==> config.mk <==
export PLATFORM = sky130hd
export DESIGN_NAME = mem_bus_arbiter
export DESIGN_NICKNAME = d
export VERILOG_FILES = /design/src/rtl/mem_bus_arbiter.sv
export SDC_FILE = /design/constraint.sdc
export NUM_CORES = 1
export LEC_CHECK = 0
export ABC_AREA = 1
export CELL_PAD_IN_SITES_DETAIL_PLACEMENT = 0
export CELL_PAD_IN_SITES_GLOBAL_PLACEMENT = 1
export CORE_ASPECT_RATIO = 0.5
export CORE_MARGIN = 3
export CORE_UTILIZATION = 22
export DETAILED_ROUTE_END_ITERATION = 8
export GPL_TIMING_DRIVEN = 0
export PLACE_DENSITY = 0.95
export SLEW_MARGIN = 30
export SYNTH_ARGS = -nofsm -noshare
export SYNTH_HDL_FRONTEND = slang
export SYNTH_SLANG_ARGS = --single-unit
==> constraint.sdc <==
create_clock -name clk -period 2.22 [get_ports clk]
set_clock_uncertainty 0.1 [all_clocks]
set_input_delay 0.222 -clock clk [delete_from_list [all_inputs] [get_ports clk]]
set_output_delay 0.222 -clock clk [all_outputs]
set_load 0.1 [all_outputs]
==> src/rtl/mem_bus_arbiter.sv <==
// Two-requester round-robin arbiter for a line-burst memory bus.
// Optional WAIT timeout is built only when MEM_ARB_TIMEOUT_EN is defined.
module mem_bus_arbiter #(
  parameter int BUS_SIZE  = 16,
  parameter int ADDR_SIZE = 15,
  parameter int BEATS     = 8,
  parameter int TIMEOUT   = 255
) (
  input  logic                 clk,
  input  logic                 reset_n,
  input  logic [1:0]           c0_cmd,
  input  logic [1:0]           c1_cmd,
  input  logic [ADDR_SIZE-1:0] c0_addr,
  input  logic [ADDR_SIZE-1:0] c1_addr,
  input  logic [BUS_SIZE-1:0]  c0_wdata,
  input  logic [BUS_SIZE-1:0]  c1_wdata,
  output logic                 c0_gnt,
  output logic                 c1_gnt,
  output logic                 c0_resp,
  output logic                 c1_resp,
  output logic [BUS_SIZE-1:0]  c0_rdata,
  output logic [BUS_SIZE-1:0]  c1_rdata,
  output logic                 c0_err,
  output logic                 c1_err,
  output logic [1:0]           mem_cmd,
  output logic [ADDR_SIZE-1:0] mem_addr,
  output logic [BUS_SIZE-1:0]  mem_wdata,
  input  logic [1:0]           mem_rsp,
  input  logic [BUS_SIZE-1:0]  mem_rdata
);

  localparam int BW = (BEATS > 1) ? $clog2(BEATS) : 1;

  typedef enum logic [2:0] {IDLE, CMD, WAIT, BURST, DONE} state_t;

  state_t               state, state_nx;
  logic                 owner, owner_nx;
  logic                 prio, prio_nx;
  logic [1:0]           cmd_q, cmd_nx;
  logic [ADDR_SIZE-1:0] addr_q, addr_nx;
  logic [BW-1:0]        beat, beat_nx;
  logic                 req0, req1, active, beat_ok;

  // Only READ (2) and WRITE (3) request the bus; 1 behaves as NOP.
  assign req0    = c0_cmd[1];
  assign req1    = c1_cmd[1];
  assign active  = (state == CMD) || (state == WAIT) || (state == BURST);
  assign beat_ok = ((state == WAIT) || (state == BURST)) && (mem_rsp == 2'd1);

`ifdef MEM_ARB_TIMEOUT_EN
  localparam int TW = (TIMEOUT > 1) ? $clog2(TIMEOUT + 1) : 1;
  logic [TW-1:0] wait_cnt, wait_nx;
  logic          err_pulse;

  always_ff @(posedge clk or negedge reset_n) begin
    if (!reset_n) wait_cnt <= '0;
    else          wait_cnt <= wait_nx;
  end

  assign c0_err = err_pulse & ~owner;
  assign c1_err = err_pulse &  owner;
`else
  logic unused_timeout;
  assign unused_timeout = ^TIMEOUT;
  assign c0_err = 1'b0;
  assign c1_err = 1'b0;
`endif

  always_comb begin
    state_nx = state;
    owner_nx = owner;
    prio_nx  = prio;
    cmd_nx   = cmd_q;
    addr_nx  = addr_q;
    beat_nx  = beat;
`ifdef MEM_ARB_TIMEOUT_EN
    wait_nx   = '0;
    err_pulse = 1'b0;
`endif
    case (state)
      IDLE: begin
        if (req0 || req1) begin
          owner_nx = (req0 && req1) ? prio : req1;
          cmd_nx   = owner_nx ? c1_cmd  : c0_cmd;
          addr_nx  = owner_nx ? c1_addr : c0_addr;
          state_nx = CMD;
        end
      end
      CMD: state_nx = WAIT;
      WAIT, BURST: begin
        if (beat_ok) begin
          // Last beat: rr pointer moves past the requester just served.
          if (beat == BW'(BEATS - 1)) begin
            beat_nx  = '0;
            prio_nx  = ~owner;
            state_nx = DONE;
          end else begin
            beat_nx  = beat + 1'b1;
            state_nx = BURST;
          end
        end
`ifdef MEM_ARB_TIMEOUT_EN
        else if (state == WAIT) begin
          if (wait_cnt == TW'(TIMEOUT - 1)) begin
            err_pulse = 1'b1;
            prio_nx   = ~owner;
            state_nx  = DONE;
          end else begin
            wait_nx = wait_cnt + 1'b1;
          end
        end
`endif
      end
      DONE:    state_nx = IDLE;
      default: state_nx = IDLE;
    endcase
  end

  always_ff @(posedge clk or negedge reset_n) begin
    if (!reset_n) begin
      state  <= IDLE;
      owner  <= 1'b0;
      prio   <= 1'b0;
      cmd_q  <= '0;
      addr_q <= '0;
      beat   <= '0;
    end else begin
      state  <= state_nx;
      owner  <= owner_nx;
      prio   <= prio_nx;
      cmd_q  <= cmd_nx;
      addr_q <= addr_nx;
      beat   <= beat_nx;
    end
  end

  assign c0_gnt    = active & ~owner;
  assign c1_gnt    = active &  owner;
  assign c0_resp   = beat_ok & ~owner;
  assign c1_resp   = beat_ok &  owner;
  assign c0_rdata  = c0_resp ? mem_rdata : '0;
  assign c1_rdata  = c1_resp ? mem_rdata : '0;
  assign mem_cmd   = (state == CMD) ? cmd_q : 2'b00;
  assign mem_addr  = addr_q;
  assign mem_wdata = c0_gnt ? c0_wdata : (c1_gnt ? c1_wdata : '0);

endmodule

==> results.yml <==
yosys:
  synthDistinctLibCells: 21
  ys_seq_area_share_pct: 33.4
  synth_seq_cells: 25
  synth_area_um2: 1870
  yosys.area.top_type: "dfrtp_1"
  syn_area_per_cell_um2: 6.11
  synth_area_leaders: "dfrtp_1 33%, nand2_1 22%, inv_1 11%"
  syn_inst: 306
  netlist.area_leader.share_pct: 33.4
  ys_warn_count: 0
clock_network:
  cts_tree: "built"
  cts-root-buf: "clkbuf_16"
  clock_latency_ns: 0.26
  cts_buffer_depth: 2
  numClockSinks: 25
  clk_pin_slew_ns: 0.06
  htreeDepth: 1
  cts_made_buffers: 3
placed_design:
  io_buffer_count: 153
  dp_hpwl_mm: 5.31
  routabilityCongestion: 0.843
detailed_routing:
  viasPerCell: 3.93
  drtIter0Drc: 71
  drc_errors: 0
  drtAntennaViolNets: 0
  vias: 2273
  wl_mm: 6.51
  dr.pass1.iters: 4
  wire_per_inst_um: 11.2
critical_path:
  worstPathMaxFanout: 10
  r2r-start: "state[1]$_DFFE_PN0P_"
  worstReg2RegEnd: "mem_addr[7]$_DFFE_PN0P_"
  crit_type: "input port to primary output"
  rr_worst_depth: 7
  cp.arrival_ns: 1.82
  critPathLaunchType: "input port"
  crit_path_end_kind: "primary output"
  required_ns: 1.90
  ff2ff_setup_slack_ns: 0.68
floorplan:
  die_area_um2: 9710
  io_pins: 157
  coreArea_um2: 8140
  initial_core_util_pct: 23.0
  die_h_um: 71.2
  fp.dieW_um: 136
  fp-row-count: 23
sta:
  relSlewSlack_pct: 33.9
  slew_violations: 0
  tightest_slew_ns: 0.988
  clock.fmax_ghz: 0.467
  final-hold-violation-count: 0
  post-route-period-util_pct: 96.5
  rsz0062_at_grt: "false"
  period_needed_ns: 2.14
  setup_viol: 0
final_layout:
  fin_nets: 556
  drive_above_1_share_pct: 25.9
  mostFrequentLayoutCells: "112 x nand2_1, 98 x clkdlybuf4s50_1, 57 x inv_1"
  final_common_cell: "nand2_1"
  diodes: 0
  area_growth_pct: 106
  fin_util_pct: 47.3
grt:
  grt_pass1_wl_mm: 10.9
  first_global_vias: 2217
  antenna_found_initial: 0
  grt_max_degree: 26
  grt_overflow_total: 0
  track_usage_pct: 13.6
hold_path:
  hold-path-cell-count: 4
  hp-class: "input port to flop"
  min_from: "c1_cmd[1]"
  min_to: "cmd_q[0]$_DFFE_PN0P_"
run_status:
  status: "completed"
power:
  power_density_nw_per_um2: 1320
  p_comb_share_pct: 77.0
  p_sw_share_pct: 64.7
  max-vdd-ir-drop_mv: 0.961
  internal_power_mw: 1.80
  pwr-share-seq_pct: 15.2
  total_power_mw: 5.10
  leakagePower_nw: 1.97
  power.switching_mw: 3.30
  clock_power_share_pct: 7.9
run:
  cap_violations: 0
## power groups by stage
| stage | clock [mW] | combinational (mW) | sequential [mW] |
|---|---|---|---|
| 2_1_floorplan | 0 | 1.99 | 1.76 |
| 3_3_place_gp | 0 | 3.92 | 0.775 |
| 3_5_place_dp | 0 | 3.93 | 0.777 |
| 4_1_cts | 0.412 | 3.84 | 0.775 |
| 5_1_grt | 0.425 | 4.12 | 0.802 |
| 6_report | 0.401 | 3.93 | 0.773 |
## cell usage after synthesis, drive strengths merged
cell type,instances
nand2,116
nor2,44
dfrtp,25
ha,2
o21ai,3
buf,11
clkbuf,1
nand4,2
inv,62
nand3,38
a21boi,1
conb,1
## per-stage QoR
stage	TNS (ns)	instance area, um^2	std cells	hold slack (ns)	worst slack [ns]
2_1_floorplan	-3.53	2140	307	-0.174	-0.195
3_3_place_gp	-33.23	3810	572	0.355	-0.859
3_5_place_dp	-33.62	3810	572	0.146	-0.863
4_1_cts	0	3740	577	0.268	0.00298
5_1_grt	0	3850	579	0.317	0.000194
6_report	0	3850	579	0.275	0.0780
## critical path, cell delays in order
cell             delay (ns)
clkdlybuf4s50_1        0.48
inv_1                  0.05
nor2_2                 0.15
nand2_4                0.12
nor2_4                 0.17
inv_6                  0.09
buf_12                 0.17
nor2_4                 0.08
buf_4                  0.29
## worst max-delay path by stage
stage | from | cells after the start | to
final | mem_rsp[0] | 9 | c1_rdata[12]
after global routing | state[1]$_DFFE_PN0P_ | 7 | mem_wdata[1]
after CTS | mem_rsp[0] | 9 | c1_rdata[12]
after detailed placement | mem_rsp[0] | 9 | c0_rdata[10]
after global placement | mem_rsp[0] | 9 | c1_rdata[10]
after floorplan | state[1]$_DFFE_PN0P_ | 7 | c0_rdata[10]
## metal layers
| layer | wire [um] | track usage, % | vias up |
|---|---|---|---|
| met2 | 3150 | 23.9 | 66 |
| met1 | 2800 | 17.3 | 987 |
| met5 | 0 | 0 | - |
| li1 | - | - | 1218 |
| met4 | 33 | 3.35 | 0 |
| met3 | 515 | 2.91 | 2 |
## state kept, by name (all words and copies together) (netlist names)
register  count
beat          3
state         3
cmd_q         2
mem_addr     15
prio          1
owner         1
## timing repair
item / CTS / global route
setup endpoints to repair: 54 / 54
hold buffers: 1 / 0
hold endpoints to repair: 25 / 0
cloned: 0 / 0
buffers inserted: 0 / 2
gates resized for setup: 294 / 29
pin swaps: 0 / 2
## cells by family after synthesis
logic type | Yosys count | share of synthesized area [%]
compound gates | 4 | 1.20
fa+ha+maj | 2 | 1.34
buf+inv | 74 | 17.5
flops | 25 | 33.4
other cells | 1 | 0.200
simple gates | 200 | 46.3
## final cells by class
type,count,area [um^2]
plain buffers,12,114
flip-flops and latches,25,627
repair buffers,156,1480
fillers,824,4290
inverters,62,245
well taps,112,140
clock buffers,3,75.1
multi-input cells,208,1160
clock inverters,1,5.00
Note: power is estimated with default switching activity, not from simulation.
